## config.mk

```make
export PLATFORM = sky130hd
export DESIGN_NAME = sopc_nios2_0_oci_dct_packer
export DESIGN_NICKNAME = d
export VERILOG_FILES = /design/src/rtl/sopc_nios2_0_oci_pkg.sv /design/src/rtl/sopc_nios2_0_oci_frame_slot.sv /design/src/rtl/sopc_nios2_0_oci_dct_packer.sv
export SDC_FILE = /design/constraint.sdc
export NUM_CORES = 1
export LEC_CHECK = 0
export BUFFER_PORTS_ARGS = -buffer_cell sky130_fd_sc_hd__buf_2
export CORE_MARGIN = 2
export CORE_UTILIZATION = 50
export DETAILED_ROUTE_END_ITERATION = 8
export GPL_TIMING_DRIVEN = 0
export PLACE_DENSITY = 0.74
export RECOVER_POWER = 25
export SLEW_MARGIN = 20
export SYNTH_ARGS = -nofsm -noshare
export SYNTH_HDL_FRONTEND = slang
export SYNTH_SLANG_ARGS = --single-unit
```

## constraint.sdc

```tcl
create_clock -name clk -period 6.15 [get_ports clk]
set_input_delay 1.23 -clock clk [delete_from_list [all_inputs] [get_ports clk]]
set_output_delay 1.23 -clock clk [all_outputs]
set_load 0.005 [all_outputs]
```

## src/rtl/sopc_nios2_0_oci_pkg.sv

```systemverilog
// sopc_nios2_0_oci_pkg: shared states, DCT codes and frame layout for the OCI DCT packer
package sopc_nios2_0_oci_pkg;
    typedef enum logic [1:0] {IDLE, COLLECT, FULL_WAIT, FLUSH_WAIT} dct_state_e;
    localparam logic [1:0] DCT_NONE      = 2'b00;
    localparam logic [1:0] DCT_NOT_TAKEN = 2'b10;
    localparam logic [1:0] DCT_TAKEN     = 2'b11;
    localparam int FRAME_BUF_LSB = 0;
    localparam int FRAME_CNT_LSB = 30;
    localparam int FRAME_W       = 34;
endpackage

```

## src/rtl/sopc_nios2_0_oci_frame_slot.sv

```systemverilog
// sopc_nios2_0_oci_frame_slot: single-entry valid/ready output register (load, retire, slot_free)
module sopc_nios2_0_oci_frame_slot #(
    parameter int W = 34
) (
    input  logic         clk,
    input  logic         reset_n,
    input  logic         load,
    input  logic [W-1:0] load_data,
    input  logic         ready,
    output logic         valid,
    output logic [W-1:0] data,
    output logic         slot_free
);
    logic         valid_q, valid_d;
    logic [W-1:0] data_q, data_d;
    always_comb begin
        valid_d = load || (valid_q && !ready);
        data_d  = load ? load_data : data_q;
    end
    always_ff @(posedge clk or negedge reset_n) begin
        if (!reset_n) begin
            valid_q <= 1'b0;
            data_q  <= '0;
        end else begin
            valid_q <= valid_d;
            data_q  <= data_d;
        end
    end
    assign valid     = valid_q;
    assign data      = data_q;
    assign slot_free = !valid_q || ready;
endmodule

```

## src/rtl/sopc_nios2_0_oci_dct_packer.sv

```systemverilog
// sopc_nios2_0_oci_dct_packer: packs 2-bit DCT codes into frames emitted on fill or flush
module sopc_nios2_0_oci_dct_packer
    import sopc_nios2_0_oci_pkg::*;
#(
    parameter int DCT_MAX = 15,
    parameter int DROP_W  = 8,
    localparam int BUF_W  = 2 * DCT_MAX,
    localparam int CNT_W  = $clog2(DCT_MAX + 1)
) (
    input  logic                   clk,
    input  logic                   reset_n,
    input  logic                   trace_enable,
    input  logic                   dct_in_valid,
    input  logic [1:0]             dct_in_code,
    output logic                   dct_in_ready,
    input  logic                   flush_req,
    output logic                   frame_valid,
    input  logic                   frame_ready,
    output logic [CNT_W+BUF_W-1:0] frame_data,
    output logic [BUF_W-1:0]       dct_buffer,
    output logic [CNT_W-1:0]       dct_count,
    output logic [DROP_W-1:0]      dropped
);
    dct_state_e        state_q, state_d;
    logic [BUF_W-1:0]  buf_q, buf_d, buf_nx;
    logic [CNT_W-1:0]  cnt_q, cnt_d, cnt_nx;
    logic [DROP_W-1:0] drop_q, drop_d;
    logic              flush_q, flush_d, te_q;
    logic              accept, full, pend, emit, load, slot_free;
    always_comb begin
        dct_in_ready = trace_enable && !(state_q == FULL_WAIT || state_q == FLUSH_WAIT);
        accept       = dct_in_valid && dct_in_ready;
        buf_nx       = accept ? {buf_q[BUF_W-3:0], dct_in_code} : buf_q;
        cnt_nx       = cnt_q + CNT_W'(accept);
        full         = cnt_nx == CNT_W'(DCT_MAX);
        // a trace_enable falling edge is just another flush source
        pend         = flush_req || (te_q && !trace_enable) || flush_q;
        emit         = full || (pend && cnt_nx != '0);
        load         = emit && slot_free;
        buf_d        = load ? '0 : buf_nx;
        cnt_d        = load ? '0 : cnt_nx;
        // a full frame already forces emission, so only partial frames keep the flush pending
        flush_d      = emit && !load && !full;
        state_d      = (load || cnt_nx == '0) ? IDLE : !emit ? COLLECT : full ? FULL_WAIT : FLUSH_WAIT;
        drop_d       = (dct_in_valid && trace_enable && !dct_in_ready && !(&drop_q)) ? drop_q + 1'b1 : drop_q;
    end
    always_ff @(posedge clk or negedge reset_n) begin
        if (!reset_n) begin
            state_q <= IDLE;
            buf_q   <= '0;
            cnt_q   <= '0;
            drop_q  <= '0;
            flush_q <= 1'b0;
            te_q    <= 1'b0;
        end else begin
            state_q <= state_d;
            buf_q   <= buf_d;
            cnt_q   <= cnt_d;
            drop_q  <= drop_d;
            flush_q <= flush_d;
            te_q    <= trace_enable;
        end
    end
    sopc_nios2_0_oci_frame_slot #(.W(CNT_W + BUF_W)) u_slot (
        .clk       (clk),
        .reset_n   (reset_n),
        .load      (load),
        .load_data ({cnt_nx, buf_nx}),
        .ready     (frame_ready),
        .valid     (frame_valid),
        .data      (frame_data),
        .slot_free (slot_free)
    );
    assign dct_buffer = buf_q;
    assign dct_count  = cnt_q;
    assign dropped    = drop_q;
endmodule

```

## After elaboration in Yosys (flattened, before gate mapping)

Index checks and enable logic that the tools add are counted.

- Bits in registers: 81
- Bits of input ports: 8
- Output and inout port bits: 78
- Word-level logic and storage cells: 48

- $add $sub $neg: 2
- Equality and inequality tests: 3
- Muxes and demuxes: 6
- Reduce and logical (&&, ||, !) cells: 29

Operators by type and width:

| cell | count |
|---|---|
| 30-bit two-way mux | 2 |
| 1-bit logical AND | 11 |
| 8-bit by 1-bit adder with 8-bit output (second input constant) | 1 |
| 1-bit zero test | 8 |
| 8-bit AND reduction | 1 |
| 1-bit logical OR | 7 |
| 4-bit by 1-bit adder with 4-bit output | 1 |
| 2-bit == test (second input constant) | 2 |
| 4-bit == test (second input constant) | 1 |
| 4-bit zero test | 1 |
| 2-bit two-way mux | 2 |
| 4-bit two-way mux | 1 |
| 4-bit nonzero test | 1 |
| 1-bit two-way mux | 1 |

## Depth between registers and ports, before layout

- Depth after elaboration: 13
- Mapped depth: 13
- Gate-level depth less buffers: 9

## Modules after synthesis

A second synthesis with hierarchy kept.

- Cells, all modules: 328
- Area total of the unflattened synthesis: 3739.8 um^2

Modules (own cells, without submodules):

| module | instances | cells an instance | area an instance (um^2) | sequential area each (um^2) |
|---|---|---|---|---|
| sopc_nios2_0_oci_dct_packer | 1 | 253 | 2288.4 | 1126.1 |
| sopc_nios2_0_oci_frame_slot | 1 | 75 | 1451.4 | 875.8 |

## Worst setup path before layout

OpenSTA, ideal clock, no wires.

- Kind: input -> register
- Start: input dct_in_valid
- End: register u_slot.data_q[15], in the netlist u_slot.data[15]
- Library setup time: 0.079 ns
- Data arrival time: 3.609 ns
- Required time: 6.071 ns
- Setup slack: 2.461 ns
- Stages: 11
- Path buffers: 3
- Cell sequence: nand3b_1 buf_1 inv_1 ha_1 ha_1 clkbuf_1 nor4b_1 a211o_1 o21ai_2 buf_2 mux2i_1

- Longest elaborated chain between the ends: 6
- Elaborated cells on any way between the ends: 8
- Classes of those cells: add/sub (1); eq/ne (1); mux (1); reduce/logical (5)

RTL lines:

| element | line | text |
|---|---|---|
| start: declaration | sopc_nios2_0_oci_dct_packer.sv:13 | `input logic dct_in_valid,` |
| 1-bit logical AND * | sopc_nios2_0_oci_dct_packer.sv:32 | `accept = dct_in_valid && dct_in_ready;` |
| 4-bit by 1-bit adder with 4-bit output * | sopc_nios2_0_oci_dct_packer.sv:34 | `cnt_nx = cnt_q + CNT_W'(accept);` |
| named net cnt_nx[1] | sopc_nios2_0_oci_dct_packer.sv:26 | `logic [CNT_W-1:0] cnt_q, cnt_d, cnt_nx;` |
| 4-bit nonzero test | sopc_nios2_0_oci_dct_packer.sv:38 | `emit = full \|\| (pend && cnt_nx != '0);` |
| 1-bit logical AND | sopc_nios2_0_oci_dct_packer.sv:38 |  |
| 1-bit logical OR * | sopc_nios2_0_oci_dct_packer.sv:38 |  |
| 1-bit logical AND * | sopc_nios2_0_oci_dct_packer.sv:39 | `load = emit && slot_free;` |
| end signal: assignment | sopc_nios2_0_oci_frame_slot.sv:26 | `data_q <= data_d;` |
| end: declaration | sopc_nios2_0_oci_frame_slot.sv:15 | `logic [W-1:0] data_q, data_d;` |

Mark *: on every way through the listed nets, which the timed path passes. The rest lies on a longest branch.
A chain may end at the register's enable or synchronous reset.

## Final worst setup path

- Start: input trace_enable
- End: register u_slot.data_q[17], in the netlist u_slot.data[17]

- Longest elaborated chain between the ends: 7
- Elaborated cells on any way between the ends: 13
- Classes of those cells: add/sub (1); eq/ne (1); mux (1); reduce/logical (10)

RTL lines:

| element | line | text |
|---|---|---|
| start: declaration | sopc_nios2_0_oci_dct_packer.sv:12 | `input logic trace_enable,` |
| 1-bit logical AND * | sopc_nios2_0_oci_dct_packer.sv:31 | `dct_in_ready = trace_enable && !(state_q == FULL_WAIT \|\| state_q == FLUSH_WAIT);` |
| 1-bit logical AND * | sopc_nios2_0_oci_dct_packer.sv:32 |  |
| 4-bit by 1-bit adder with 4-bit output * | sopc_nios2_0_oci_dct_packer.sv:34 |  |
| named net cnt_nx[1] | sopc_nios2_0_oci_dct_packer.sv:26 |  |
| 4-bit nonzero test | sopc_nios2_0_oci_dct_packer.sv:38 |  |
| 1-bit logical AND | sopc_nios2_0_oci_dct_packer.sv:38 |  |
| 1-bit logical OR * | sopc_nios2_0_oci_dct_packer.sv:38 |  |
| 1-bit logical AND * | sopc_nios2_0_oci_dct_packer.sv:39 |  |

Marked as above.

==> summary.txt <==
STA
  – Worst-margin pin slew: roughly 1.8 ns
  – Slew headroom: -17.1%
  – Clock Skew: roughly 0.0064 ns
  – Fmax: between 0.2 and 0.25 GHz
  – Hold slack: 0.498 ns
  – Tcrit/Tclk final: between 60% and 70%
  – Setup violators final: 0
  – Slew Limit Fails: 31
  – Unrepaired setup endpoints after global routing: no
  – Setup TNS: 0 ns
  – Final Hold Fails: 0
  – Minimum clock period: just over 4 ns

CTS
  – Reg clk slew, reported paths: 0.08 ns
  – CTS tree: done
  – CTS H-tree depth: 3
  – Setup Fix Bufs, Post-CTS: 0
  – Clock sink total: 80
  – Clock buffer depth: 2
  – CTS resizes: 0
  – Root Buffer: clkbuf_8
  – Post-CTS Hold Buffers: 0
  – Num CTS Buffers: 9
  – Clk_lat worst skew: around 0.35 ns

Die
  – Die X: about 87 µm
  – Die Y: between 80 and 90 µm
  – Row count: 30
  – Core area: between 0.006 and 0.007 mm²
  – Die area: 0.00753 mm²
  – I/O pins: 86
  – Initial Util: between 50% and 60%

Detailed routing
  – DR vias: around 2400
  – Drt first pass iters: 4
  – Antenna-violating nets left: 0
  – Initial drt markers: 104
  – Vias per Instance: approximately 5
  – Post-route DRC: 0
  – WL final: just under 7000 µm
  – Routed len/inst: approximately 14 µm

Worst hold path
  – Worst Min Path Start: u_slot.data[33]$_DFFE_PN0P_
  – Hold path depth: 1
  – Hold Path End: u_slot.data[33]$_DFFE_PN0P_
  – Hold/Removal Path Class: flop to flop

Critical path
  – CP max-delay cell: buf_1
  – Startpoint Class: primary input
  – R2r endpoint: u_slot.data[17]$_DFFE_PN0P_
  – Critical path type: primary input to flop
  – Buffers & Inverters on Critical Path: 5
  – Crit path DAT: approximately 4.3 ns
  – RR Startpoint: state_q[1]$_DFF_PN0_
  – Crit-path leading delay family: buffers and inverters
  – CP cell instances: clkbuf_1 -> nand3b_1 -> buf_1 -> inv_1 -> ha_1 -> ha_1 -> clkbuf_1 -> nor4b_1 -> a211o_1 -> o21ai_2 -> buf_2 -> mux2i_1
  – Slowest stage delay, CP: 0.56 ns
  – R2r worst-path depth: 11
  – CP required: 6.42 ns
  – Crit-path max FO: 10
  – CP endpoint kind: flop
  – FF-to-FF setup slack: around 2.8 ns

Finish
  – Fin cells: approximately 480
  – Antenna Cells: 0
  – Cell area after layout: approximately 0.0042 mm²
  – Commonest non-fill, non-tap cell in the layout: buf_2
  – Most frequent cells in the layout: 86 x buf_2, 80 x dfrtp_1, 61 x mux2i_1
  – Layout area overhead: 21.8%
  – Fillers: ~570
  – NumNets Final: roughly 400
  – Ratio of cells with drive above 1 in the final layout: approximately 28%

Power and ir drop
  – Overall Power: around 1.5 mW
  – Maximum vdd drop: around 0.21 mV
  – Total power divided by cell area: approximately 360 mW/mm²
  – Leakage: ~2.4 nW

Global route
  – Largest net degree at the start of global routing: a little over 50
  – First-pass GRT wire length: 11200 µm
  – Vias in the first global route: between 2000 and 2500
  – Gr usage total: 19.4%
  – Congestion Overflow GR: 0
  – Initial antenna violation count: 0

Run status
  – Status: complete, but fails checks
  – Violated checks: max-capacitance violations, max-slew violations

Logic synthesis
  – Area share of the largest cell type after synthesis: 58.5%
  – Async set-reset flop share out of synthesis: between 90% and 100%
  – Post-synth top flop: dfrtp_1
  – Synth area leaders: dfrtp_1 58%, mux2i_1 18%, nor2_1 3.9%
  – Register bit total from synthesis: 80
  – Cell taking the most area after synthesis: dfrtp_1
  – Sequential area share after synthesis: about three fifths
  – Synthesis Warnings: 0
  – Synth unique cells: 39
  – Cells after Synth: between 200 and 300
  – EDFF count, synth: 0
  – Syn nets: roughly 300
  – Syn Area/Cell: around 12 µm²
  – Syn Std Cell Area: 0.00342 mm²

Placement
  – Post-DP Area: ~0.0040 mm²
  – Gp weighted congestion: between 0.7 and 0.8
  – HPWL Detailed: 4890 µm
  – Port Buffers: 85
  – Dpl cells: ~460

Flow run
  – MaxCap Viol Count: 1
where the power goes:
part           leakage [nW]  switching, mW  internal (mW)
combinational          1.17          0.258          0.208
clock                0.0993          0.188          0.198
sequential             1.09         0.0499          0.596
cell families after synthesis:
family | share of synthesized area [%]
buffers and inverters | 6.14
multiplexers | 18.2
XOR/XNOR | 2.30
flip-flops | 58.5
AO/OA/AOI/OAI | 3.73
AND/OR/NAND/NOR | 10.1
adder cells (fa/ha/maj) | 1.10
stage by stage:
step | util, % | setup WS [ns]
floorplan | - | 2.46
CTS | 62.2 | 2.13
global placement | 58.8 | 1.83
detailed placement | 59.2 | 1.77
global route | 62.1 | 1.90
finish | 62.1 | 2.13
synthesized netlist by cell type (3+ instances only):
library cell   n
a21oi_1        3
buf_2          3
buf_6          3
clkbuf_1       5
dfrtp_1       80
ha_1           3
inv_1         33
mux2i_1       61
nand2_1       15
nand2b_1       3
nor2_1        36
nor2b_1        4
nor3_1         4
xnor2_1        6
xor2_1         3
sequential cells by signal, summed over array words and instances (netlist names):
register,count
dropped,8
u_slot.data,34
flush_q,1
dct_buffer,30
dct_count,4
te_q,1
state_q,1
u_slot.valid,1
final cells by class:
| type | count | area, µm² | area share, % |
|---|---|---|---|
| Clock buffer | 11 | 141 | 3.39 |
| Timing Repair Buffer | 86 | 450 | 10.8 |
| Sequential cell | 80 | 2000 | 48.0 |
| Clock inverter | 5 | 56.3 | 1.35 |
| Buffer | 14 | 86.3 | 2.07 |
| Inverter | 33 | 124 | 2.97 |
| Tap cell | 80 | 100 | 2.40 |
| Multi-Input combinational cell | 166 | 1210 | 29.1 |
worst register-to-register path, cell delays in order (launching register included):
cell	delay, ns
dfrtp_1	0.36
nand3b_1	0.22
buf_1	0.56
inv_1	0.11
ha_1	0.23
ha_1	0.29
clkbuf_1	0.37
nor4b_1	0.15
a211o_1	0.32
o21ai_2	0.12
buf_2	0.35
mux2i_1	0.24
how the worst max path moves through the flow:
| stage | start | end | cells after the start |
|---|---|---|---|
| 5_1_grt | trace_enable | u_slot.data[15]$_DFFE_PN0P_ | 12 |
| 4_1_cts | trace_enable | u_slot.data[18]$_DFFE_PN0P_ | 12 |
| 3_3_place_gp | trace_enable | u_slot.data[15]$_DFFE_PN0P_ | 12 |
| 6_report | trace_enable | u_slot.data[17]$_DFFE_PN0P_ | 12 |
| 2_1_floorplan | dct_in_valid | u_slot.data[15]$_DFFE_PN0P_ | 11 |
| 3_5_place_dp | trace_enable | u_slot.data[18]$_DFFE_PN0P_ | 12 |
metal layers:
layer / track usage, % / vias to the layer above / part of all wire, %
met2: 30.5 / 65 / 46
li1: - / 1161 / -
met5: 0 / - / 0
met3: 5.05 / 9 / 5.5
met4: 8.52 / 0 / 1.6
met1: 25.5 / 1141 / 47
(Power assumes the default switching activity.)
